===== src/rtl/pong_link_pkg.sv =====
// Shared types and constants for the board-to-board pong serial link.
package pong_link_pkg;

   typedef enum logic [2:0] {
      IDLE   = 3'd0,
      START  = 3'd1,
      DATA   = 3'd2,
      PARITY = 3'd3,
      STOP   = 3'd4
   } tx_state_t;

   localparam int unsigned LINK_CLKS_PER_BIT = 434;
   localparam int unsigned LINK_DATA_WIDTH   = 8;

   // Line bits per frame: start + data + optional parity + stop.
   function automatic int unsigned frame_bits(input int unsigned width, input bit parity);
      return 32'(2 + width + 32'(parity));
   endfunction

endpackage


===== src/rtl/baud_tick_gen.sv =====
// Bit-period timer: registered tick on the last clock of each bit period.
module baud_tick_gen #(
   parameter int unsigned CLKS_PER_BIT = 434
) (
   input  logic clk,
   input  logic reset,
   input  logic clr,
   output logic tick
);

   localparam int unsigned CNT_W = (CLKS_PER_BIT > 1) ? $clog2(CLKS_PER_BIT) : 1;
   localparam logic [CNT_W-1:0] CNT_LAST = CNT_W'(CLKS_PER_BIT - 1);

   logic [CNT_W-1:0] cnt_q, cnt_d;

   // Count 0..CLKS_PER_BIT-1, held at zero while cleared.
   always_comb begin
      cnt_d = cnt_q;
      if (clr || (cnt_q == CNT_LAST)) begin
         cnt_d = '0;
      end else begin
         cnt_d = cnt_q + CNT_W'(1);
      end
   end

   // Tick is registered from the next count so it lines up with cnt_q == last.
   always_ff @(posedge clk or posedge reset) begin
      if (reset) begin
         cnt_q <= '0;
         tick  <= 1'b0;
      end else begin
         cnt_q <= cnt_d;
         tick  <= (cnt_d == CNT_LAST);
      end
   end

endmodule


===== src/rtl/pong_serial_tx.sv =====
// Framed serial transmitter: start, LSB-first data, optional even parity, stop.
module pong_serial_tx
   import pong_link_pkg::*;
#(
   parameter int unsigned CLKS_PER_BIT = LINK_CLKS_PER_BIT,
   parameter int unsigned DATA_WIDTH   = LINK_DATA_WIDTH,
   parameter bit          PARITY_EN    = 1'b1
) (
   input  logic                  clk,
   input  logic                  reset,
   input  logic [DATA_WIDTH-1:0] data_in,
   input  logic                  send,
   output logic                  ready,
   output logic                  tx_serial,
   output logic                  busy,
   output logic                  done
);

   localparam int unsigned BIT_W = (DATA_WIDTH > 1) ? $clog2(DATA_WIDTH) : 1;
   localparam logic [BIT_W-1:0] BIT_LAST = BIT_W'(DATA_WIDTH - 1);

   tx_state_t             state_q, state_d;
   logic [DATA_WIDTH-1:0] shift_q, shift_d;
   logic [BIT_W-1:0]      bit_q, bit_d;
   logic                  parity_q, parity_d;
   logic                  tx_d, done_d;
   logic                  tick, baud_clr, accept, last_bit;

   assign baud_clr = (state_q == IDLE);
   assign accept   = send && (state_q == IDLE);
   assign last_bit = (bit_q == BIT_LAST);

   baud_tick_gen #(.CLKS_PER_BIT(CLKS_PER_BIT)) u_baud (
      .clk   (clk),
      .reset (reset),
      .clr   (baud_clr),
      .tick  (tick)
   );

   // State register.
   always_ff @(posedge clk or posedge reset) begin
      if (reset) begin
         state_q <= IDLE;
      end else begin
         state_q <= state_d;
      end
   end

   // Next-state: every non-idle state lasts one bit period.
   always_comb begin
      state_d = state_q;
      case (state_q)
         IDLE:    if (accept) state_d = START;
         START:   if (tick) state_d = DATA;
         DATA:    if (tick && last_bit) state_d = PARITY_EN ? PARITY : STOP;
         PARITY:  if (tick) state_d = STOP;
         STOP:    if (tick) state_d = IDLE;
         default: state_d = IDLE;
      endcase
   end

   // Datapath and line value, computed against the state being entered.
   always_comb begin
      shift_d  = shift_q;
      bit_d    = bit_q;
      parity_d = parity_q;
      done_d   = (state_q == STOP) && tick;
      if (accept) begin
         shift_d  = data_in;
         parity_d = ^data_in;
         bit_d    = '0;
      end else if ((state_q == DATA) && tick) begin
         shift_d = shift_q >> 1;
         bit_d   = last_bit ? '0 : bit_q + BIT_W'(1);
      end
      case (state_d)
         START:   tx_d = 1'b0;
         DATA:    tx_d = shift_d[0];
         PARITY:  tx_d = parity_q;
         default: tx_d = 1'b1;
      endcase
   end

   // Registered datapath and outputs.
   always_ff @(posedge clk or posedge reset) begin
      if (reset) begin
         shift_q   <= '0;
         bit_q     <= '0;
         parity_q  <= 1'b0;
         tx_serial <= 1'b1;
         done      <= 1'b0;
         ready     <= 1'b1;
         busy      <= 1'b0;
      end else begin
         shift_q   <= shift_d;
         bit_q     <= bit_d;
         parity_q  <= parity_d;
         tx_serial <= tx_d;
         done      <= done_d;
         ready     <= (state_d == IDLE);
         busy      <= (state_d != IDLE);
      end
   end

endmodule


===== config.mk =====
export PLATFORM = sky130hd
export DESIGN_NAME = pong_serial_tx
export DESIGN_NICKNAME = d
export VERILOG_FILES = /design/src/rtl/pong_link_pkg.sv /design/src/rtl/baud_tick_gen.sv /design/src/rtl/pong_serial_tx.sv
export SDC_FILE = /design/constraint.sdc
export NUM_CORES = 1
export LEC_CHECK = 0
export CORE_MARGIN = 1
export CORE_UTILIZATION = 60
export DETAILED_ROUTE_END_ITERATION = 8
export MAX_ROUTING_LAYER = met4
export PLACE_DENSITY = 0.8
export SLEW_MARGIN = 25
export SYNTH_ARGS = -nofsm -noshare
export SYNTH_HDL_FRONTEND = slang
export SYNTH_HIERARCHICAL = 1
export SYNTH_SLANG_ARGS = --single-unit

===== constraint.sdc =====
create_clock -name clk -period 2.58 [get_ports clk]
set_input_delay 0.258 -clock clk [delete_from_list [all_inputs] [get_ports clk]]
set_output_delay 0.258 -clock clk [all_outputs]
set_load 0.05 [all_outputs]

After elaboration in Yosys (flattened, before gate mapping)
Index checks and enable logic that the tools add are counted.
{ "op_classes": {"shift": 0, "div_mod_pow": 0, "magnitude_cmp": 0, "n_eq_ne": 10, "add_sub_neg": 2, "n_mux": 13, "n_bitwise": 0, "n_mul": 0, "reduce_logical": 10} }
{ "ops": {"columns": ["operator", "n"], "rows": [
  ["$mux W3", 8],
  ["$eq A9 B9 Y1 const B", 2],
  ["$mux W8", 2],
  ["$pmux W3 S5", 1],
  ["$eq A3 B2 Y1 const B", 4],
  ["$add A9 B1 Y9 const B", 1],
  ["$mux W9", 1],
  ["$reduce_xor A8 Y1", 1],
  ["$eq A3 B1 Y1 const B", 2],
  ["$eq A3 B3 Y1 const B", 2],
  ["$logic_not A3 Y1", 2],
  ["$logic_and A1 B1 Y1", 4],
  ["$add A3 B1 Y3 const B", 1],
  ["$pmux W1 S3", 1],
  ["$reduce_bool A3 Y1", 1],
  ["$reduce_bool A2 Y1", 1],
  ["$logic_or A1 B1 Y1", 1]
]} }
{ "totals": {"word_cells": 46, "n_memories": 0, "rom_bits": 0, "ram_bits": 0, "input_bits": 11, "latchBits": 0, "ff_bits": 29} }

Longest topological paths before layout
Gate-level depths: netlist (run 1).
{ "depth": {"depth_word": 6, "depth_mapped": 6} }

By module
The synthesis (run 1) kept the hierarchy.
{ "by_module_without_submodules": {"columns": ["module", "cells_per_inst", "seq_area_each_um2", "instances", "area_each_um2"], "rows": [
  ["pong_serial_tx", 100, 478.0, 1, 945.9],
  ["baud_tick_gen", 48, 250.2, 1, 549.3]
]} }

Worst setup path before layout (run 1)
Ideal clock, no wire load.
{ "synth_path": {"path_kind": "reg2reg", "from": "reg bit_q[0]", "to": "reg busy", "t_arrival_ns": 1.526, "stages_incl_launch_ff": 7, "period_less_slack_ns": 1.657, "t_required_ns": 2.449, "setup_ns": 0.131, "path_buffers": 0, "slack_ns": 0.923, "path_cell_list": "dfrtp_1 > ha_1 > ha_1 > and3_1 > a211oi_1 > nor3_1 > or3_1"} }
{ "synth_between": {"elab_chain_len": 5} }
{ "synth_lines": {"columns": ["item", "line_no", "text"], "rows": [
  ["start: declaration", "pong_serial_tx.sv:24", "logic [BIT_W-1:0] bit_q, bit_d;"],
  ["start signal: assignment", "pong_serial_tx.sv:96", "bit_q <= bit_d;"],
  ["$eq A3 B3 Y1", "pong_serial_tx.sv:31", "assign last_bit = (bit_q == BIT_LAST);"],
  ["$logic_and A1 B1 Y1", "pong_serial_tx.sv:55", "DATA: if (tick && last_bit) state_d = PARITY_EN ? PARITY : STOP;"],
  ["$mux W3", "pong_serial_tx.sv:55", null],
  ["$pmux W3 S5", "pong_serial_tx.sv:52", "case (state_q)"],
  ["via state_d[0]", "pong_serial_tx.sv:22", "tx_state_t state_q, state_d;"],
  ["$reduce_bool A3 Y1", "pong_serial_tx.sv:101", "busy <= (state_d != IDLE);"],
  ["end signal: assignment", "pong_serial_tx.sv:101", null],
  ["end: declaration", "pong_serial_tx.sv:15", "output logic busy,"]
]} }
The timed path passes the listed nets, and every way through them passes these cells.
A chain may end at the register's enable or synchronous reset.

Worst setup path after layout (run 1)
{ "layout_path": {"from": "reg ready", "to": "out ready"} }
{ "layout_rtl": {"columns": ["item", "line_no", "text"], "rows": [
  ["start: declaration", "pong_serial_tx.sv:13", "output logic ready,"],
  ["start signal: assignment", "pong_serial_tx.sv:100", "ready <= (state_d == IDLE);"]
]} }
No word-level cell between the ends.

==> results.toml, run 1 <==
[global_routing]
maximum_number_of_pins_on_one_net_before_global_route_repair = 20
grt.total_usage_pct = 25.8
global_route_wire_length_before_repair_mm = 4.77
globalRoute.totalOverflow = 0
first_global_vias = 1118
antenna_found_initial = 0

[drt]
antenna_left = 0
drtIter0Drc = 32
vias_per_cell = 5.81
drc = 0
routed_wire_length_per_instance_um = 14.5
finalWirelength_mm = 2.80
dr.pass1.iters = 4
route.vias.total = 1121

[clock_tree]
cts-hold-fix-buffers = 0
cts.repair.resized = 0
clock_pin_transition_on_the_worst_setup_and_hold_timing_paths_ns = 0.09
htreeDepth = 2
numCtsBuffers = 5
worst_skew_late_latency_ns = 0.32
clk_root_buffer_cell = "sky130_fd_sc_hd__clkbuf_4"
post_cts_buffers = 0
cts_sinks = 29
tritoncts = "built"
max-clock-path-buffers = 2

[worst_setup_path]
worst-path-max-fanout = 1
max_stage_delay_ns = 0.79
cp-start-kind = "register"
rr_startpoint = "state_q[2]"
worst-endpoint-arrival_ns = 1.63
cell_chain_critical_path = "clkdlybuf4s50_1"
worstPathBufferInverterCount = 1
worst_path_dominant_cell_family = "buffers and inverters"
setup.worst_path.end_class = "primary output"
worst-setup-path-type = "register to primary output"
cp-startpoint = "ready"
worstPathRequired_ns = 2.32
timing.critical_path.slowest_stage_cell = "sky130_fd_sc_hd__clkdlybuf4s50_1"

[final_layout]
n_fill_cell = 168
antenna_cells = 0
sequential_cell_area_um2 = 728
layout.nets = 179
areaGrowthSynthToFinish_pct = 13.2
share_of_final_layout_standard_cells_stronger_than_drive_strength_1_pct = 11.5
total_area_of_multi_input_combinational_cells_um2 = 712

[sta]
layout_min_cycle_time_ns = 1.89
hold_violations = 0
final.setup_skew_ns = 0.00609
final-setup-viol-count = 0
period_share_pct = 73.2
holdWs_ns = 0.234
setup-tns-final_ns = 0
worst_slew_margin_rel_pct = 52.6
timing_max_transition_violations_final = 0
grt_setup_unrepaired = "false"
max_freq_ghz = 0.530
timing_worst_slew_pin_value_ns = 0.710

[min_path]
min_path_type = "input pin to async pin"

[synth]
synth_commonest_cells = "28 x sky130_fd_sc_hd__nand2_1, 27 x sky130_fd_sc_hd__dfrtp_1, 14 x sky130_fd_sc_hd__nor2_1"
cell_with_the_most_instances_after_synthesis = "sky130_fd_sc_hd__nand2_1"
synth_top_area_share_pct = 45.2
syn-mean-instance-area_um2 = 10.1
synth_cell_type_count = 40
synth-edff-count = 0
synth_area_um2 = 1500
synthesis.yosys.warnings = 6
post_synth_inst_count = 148
ys_flop_type = "sky130_fd_sc_hd__dfrtp_1"
ys_top_cells_by_area = "sky130_fd_sc_hd__dfrtp_1 45%, sky130_fd_sc_hd__nand2_1 7.0%, sky130_fd_sc_hd__xnor2_1 5.3%, sky130_fd_sc_hd__dfstp_2 3.5%, sky130_fd_sc_hd__nor2_1 3.5%"
register_bit_count_reported_by_yosys = 29
postSynthNetCount = 163
synth_top_area_cell = "sky130_fd_sc_hd__dfrtp_1"
ys_async_sr_fraction_pct = 100
synth-seq-area-share_pct = 48.7

[power_and_ir_drop]
power.leakage_uw = 0.000744
p_comb_share_pct = 23.2
power.density_cell_area_nw_per_um2 = 695
switching_share_pct = 31.9
ir_worst_vdd_uv = 547
design_power_total_uw = 1180
power.share.clock_pct = 24.2
power.share.sequential_pct = 52.6
netSwitchingPower_uw = 375
power_report.internal_total_uw = 802

[floorplanning]
start_util_pct = 65.7
core_outline_area_um2 = 2280
die_height_um = 51.9
placementRows = 17
floorplan.die_area_um2 = 2700
die_width_um = 51.9
floorplan.io_pins = 15

[status]
status = "complete, no violations"

[place]
dp_hpwl_mm = 2.06
globalplace.congestion = 0.918
port-buffer-count = 14

[job]
maxCapViolations = 0
area by class of cell:
class	count	area share, %
clock buffer	8	3.47
inverter	5	1.11
multi-input combinational	109	42.1
sequential	29	43.0
tap	28	2.07
timing repair buffer	14	8.28
logic make-up (layout without fill, tap and decap cells):
family / count (synthesis) / after routing / synth area share, %
compound gates: 21 / 21 / 10.0
xor+xnor: 12 / 12 / 7.03
fa+ha+maj: 4 / 4 / 3.35
buf+inv: 10 / 27 / 3.68
flops: 29 / 29 / 48.7
mux: 2 / 2 / 2.01
simple gates: 70 / 70 / 25.2
routing by layer:
layer / wire (um) / GRT usage [%] / share of wire, %
met5: 0 / - / 0
met4: 45 / 12.2 / 1.6
met3: 77 / 6.14 / 2.8
met2: 1390 / 41.7 / 50
met1: 1290 / 30.2 / 46
registers in the layout (all words and copies together), names as in the netlist:
register      cells
u_baud/cnt_q      9
shift_q           8
bit_q             3
state_q           3
busy              1
done              1
parity_q          1
ready             1
tx_serial         1
u_baud/tick       1
through the flow:
step	utilization [%]	cells	worst slack, ns	instance area, um^2
2_1_floorplan	-	148	0.923	1500
4_1_cts	74.4	193	0.676	1690
3_5_place_dp	71.8	185	0.794	1630
5_1_grt	74.4	193	0.640	1690
6_report	74.4	193	0.691	1690
3_3_place_gp	71.8	185	0.874	1630
power by group through the flow:
stage	registers [uW]	logic [uW]	clock network [uW]
floorplan	608	212	0
global placement	626	256	0
detailed placement	627	271	0
CTS	618	274	290
global route	634	304	312
finish	619	273	285
cell usage in the layout (no fill, tap or decap), drive strengths merged, types with 2 or more instances in the layout:
cell | Yosys | layout
xnor2 | 9 | 9
nand2 | 29 | 29
dfrtp | 27 | 27
clkdlybuf4s50 | 0 | 14
nor3 | 6 | 6
a31oi | 6 | 6
o22ai | 2 | 2
o21ai | 2 | 2
nand3 | 4 | 4
mux2 | 2 | 2
clkbuf | 1 | 8
dfstp | 2 | 2
and4bb | 3 | 3
and3 | 2 | 2
nand2b | 2 | 2
xor2 | 3 | 3
a21oi | 6 | 6
or3 | 3 | 3
nor2b | 2 | 2
inv | 5 | 5
ha | 4 | 4
nor2 | 14 | 14
path summary, 6_finish.rpt:
path / to / slack [ns] / cells past startpoint
hold reg to reg: parity_q / 0.50 / 2
min in group clk: parity_q / 0.50 / 2
setup / recovery: ready / 0.69 / 1
setup reg to reg: shift_q[6] / 0.79 / 4
max in group asynchronous: shift_q[0] / 1.75 / 2
hold / removal: u_baud/cnt_q[1] / 0.23 / 2
Power figures use the tool's default switching activity.
==> run 2: changes to the inputs <==
--- a/config.mk
+++ b/config.mk
@@ -6,10 +6,10 @@
 export NUM_CORES = 1
 export LEC_CHECK = 0
 export CORE_MARGIN = 1
-export CORE_UTILIZATION = 60
+export CORE_UTILIZATION = 50
 export DETAILED_ROUTE_END_ITERATION = 8
 export MAX_ROUTING_LAYER = met4
-export PLACE_DENSITY = 0.8
+export PLACE_DENSITY = 0.71
 export SLEW_MARGIN = 25
 export SYNTH_ARGS = -nofsm -noshare
 export SYNTH_HDL_FRONTEND = slang
==> constraint.sdc (replaced) <==
create_clock -name clk -period 1.5 [get_ports clk]
set_input_delay 0.15 -clock clk [delete_from_list [all_inputs] [get_ports clk]]
set_output_delay 0.15 -clock clk [all_outputs]
set_load 0.05 [all_outputs]
==> results.toml, run 2 (synthesis results as in run 1) <==
[drt]
dr.pass1.iters = 6
finalWirelength_mm = 3.18
antenna_left = 0
drtIter0Drc = 58
route.vias.total = 1177
vias_per_cell = 5.50
routed_wire_length_per_instance_um = 14.8
drc = 4

[place]
place.detailed.instances = 202
dp_hpwl_mm = 2.21
pre_cts_slack_ns = -0.0830
port-buffer-count = 14
globalplace.congestion = 0.759

[final_layout]
layout.nets = 197
finalCoreUtilization_pct = 70.3
sequential_cell_area_um2 = 732
share_of_final_layout_standard_cells_stronger_than_drive_strength_1_pct = 33.9
antenna_cells = 0
total_area_of_multi_input_combinational_cells_um2 = 812
n_fill_cell = 209
mostFrequentLayoutCells = "28 x sky130_fd_sc_hd__nand2_1, 24 x sky130_fd_sc_hd__dfrtp_1, 17 x sky130_fd_sc_hd__buf_4, 10 x sky130_fd_sc_hd__clkdlybuf4s50_1, 9 x sky130_fd_sc_hd__xnor2_1"
number_of_flip_flops_under_the_largest_register_name = 9
largest_reg_by_ff_count = "u_baud/cnt_q"
reg.largest.list = "u_baud/cnt_q (9), shift_q (8)"
layout.cells.most_common = "sky130_fd_sc_hd__nand2_1"
finalNonFillerCells = 214
areaGrowthSynthToFinish_pct = 32.0

[sta]
max_freq_ghz = 0.628
timing_max_transition_violations_final = 0
grt_setup_unrepaired = "true"
period_share_pct = 106
hold_violations = 0
final-setup-viol-count = 3
final.setup.worst_slack_ns = -0.0914
worst_slew_margin_rel_pct = 68.9
holdWs_ns = 0.128
layout_min_cycle_time_ns = 1.59
final.setup_skew_ns = 0.00138
timing_worst_slew_pin_value_ns = 0.464

[floorplanning]
start_util_pct = 53.3
core_outline_area_um2 = 2810
floorplan.io_pins = 15
die_width_um = 56.7
floorplan.die_area_um2 = 3210
die_height_um = 56.7
placementRows = 19

[worst_setup_path]
setup.worst_path.end_class = "register"
cp-start-kind = "register"
worst-setup-path-type = "register to register"
worst-path-max-fanout = 2
worst-endpoint-arrival_ns = 1.82
worstPathRequired_ns = 1.72

[global_routing]
grt.total_usage_pct = 23.1
globalRoute.totalOverflow = 0
first_global_vias = 1194
antenna_found_initial = 0
global_route_wire_length_before_repair_mm = 5.39
maximum_number_of_pins_on_one_net_before_global_route_repair = 20

[power_and_ir_drop]
ir_worst_vdd_uv = 1210
design_power_total_uw = 2250
power.leakage_uw = 0.000854
power.density_cell_area_nw_per_um2 = 1140

[clock_tree]
cts-hold-fix-buffers = 0
htreeDepth = 2
clk_root_buffer_cell = "sky130_fd_sc_hd__clkbuf_4"
cts_sinks = 29
numCtsBuffers = 5
worst_skew_late_latency_ns = 0.33
max-clock-path-buffers = 2
clock_pin_transition_on_the_worst_setup_and_hold_timing_paths_ns = 0.09
tritoncts = "built"

[status]
status = "complete, but fails checks"
failing_checks = "design-rule violations, negative setup slack"

[min_path]
min_path_type = "input pin to async pin"

[job]
maxCapViolations = 0
run 2: cell types whose count changed in the layout (fill, tap and decap cells not counted), moves of 3 or more:
| cell | before | now |
|---|---|---|
| sky130_fd_sc_hd__dfrtp_1 | 27 | 24 |
| sky130_fd_sc_hd__dfrtp_2 | 0 | 3 |
| sky130_fd_sc_hd__ha_1 | 4 | 0 |
| sky130_fd_sc_hd__buf_4 | 0 | 17 |
| sky130_fd_sc_hd__buf_6 | 0 | 3 |
| sky130_fd_sc_hd__nor2_1 | 14 | 8 |
| sky130_fd_sc_hd__nor3_2 | 1 | 4 |
| sky130_fd_sc_hd__nor3_1 | 5 | 2 |
| sky130_fd_sc_hd__clkdlybuf4s50_1 | 14 | 10 |
| sky130_fd_sc_hd__nor2_2 | 0 | 4 |
run 2: per-layer routing:
metal | global-route usage [%] | part of all wire, % | wire, um | vias up
met5 | - | 0 | 0 | -
met2 | 34.2 | 47 | 1500 | 24
met1 | 30.0 | 46 | 1480 | 566
met3 | 7.60 | 4.7 | 149 | 6
li1 | - | - | - | 581
met4 | 7.50 | 1.6 | 50 | 0
run 2: metrics by stage:
stage | TNS [ns] | cell area, um^2
floorplan | -0.0476 | 1530
global placement | -0.0598 | 1790
detailed placement | -0.114 | 1790
CTS | -0.177 | 1910
global route | -0.596 | 1970
finish | -0.154 | 1970
run 2: worst paths after layout:
path	from	end	slack, ns	cells past startpoint
worst min-delay path	reset	u_baud/cnt_q[8]	0.13	2
worst max-delay path	bit_q[1]	busy	-0.09	6
worst max register to register	bit_q[1]	busy	-0.09	6
min in group clk	data_in[7]	shift_q[7]	0.39	3
max in group asynchronous	reset	tx_serial	1.04	3
worst min register to register	shift_q[7]	shift_q[7]	0.52	2
run 2: critical path, stage by stage (launching register included):
cell,delay (ns)
sky130_fd_sc_hd__dfrtp_1,0.39
sky130_fd_sc_hd__ha_2,0.20
sky130_fd_sc_hd__ha_4,0.16
sky130_fd_sc_hd__and3_4,0.17
sky130_fd_sc_hd__a211oi_4,0.19
sky130_fd_sc_hd__nor3_2,0.08
sky130_fd_sc_hd__or3_1,0.30
run 2: repair_timing:
item / CTS / global route
setup buffers: 3 / 1
pin swaps: 4 / 4
hold endpoints to repair: 0 / 0
gates resized for setup: 7 / 16
endpoints found under the setup margin: 7 / 16
run 2: report_power, final:
group	total (uW)	switching, uW	leakage [uW]	internal (uW)
logic	631	313	0.000474	318
registers	1070	152	0.000339	921
clock network	550	279	0.0000413	271
total	2250	744	0.000854	1510
run 2: cell type report:
cell class                 instances  share of cell area, %
clock buffer                       7                   3.30
clock inverter                     1                  0.254
inverter                           5                  0.951
multi-input combinational        109                   41.2
sequential                        29                   37.1
tap                               31                   1.97
timing repair buffer              32                   15.3
==> run 3: changes to the inputs <==
--- a/config.mk
+++ b/config.mk
@@ -7,10 +7,10 @@
 export LEC_CHECK = 0
 export CORE_MARGIN = 1
 export CORE_UTILIZATION = 50
+export CTS_CLUSTER_DIAMETER = 30
 export DETAILED_ROUTE_END_ITERATION = 8
 export MAX_ROUTING_LAYER = met4
 export PLACE_DENSITY = 0.71
-export SLEW_MARGIN = 25
 export SYNTH_ARGS = -nofsm -noshare
 export SYNTH_HDL_FRONTEND = slang
 export SYNTH_HIERARCHICAL = 1
==> results of run 3 <==
The final DEF is identical to that of run 2; final timing and power are the same.
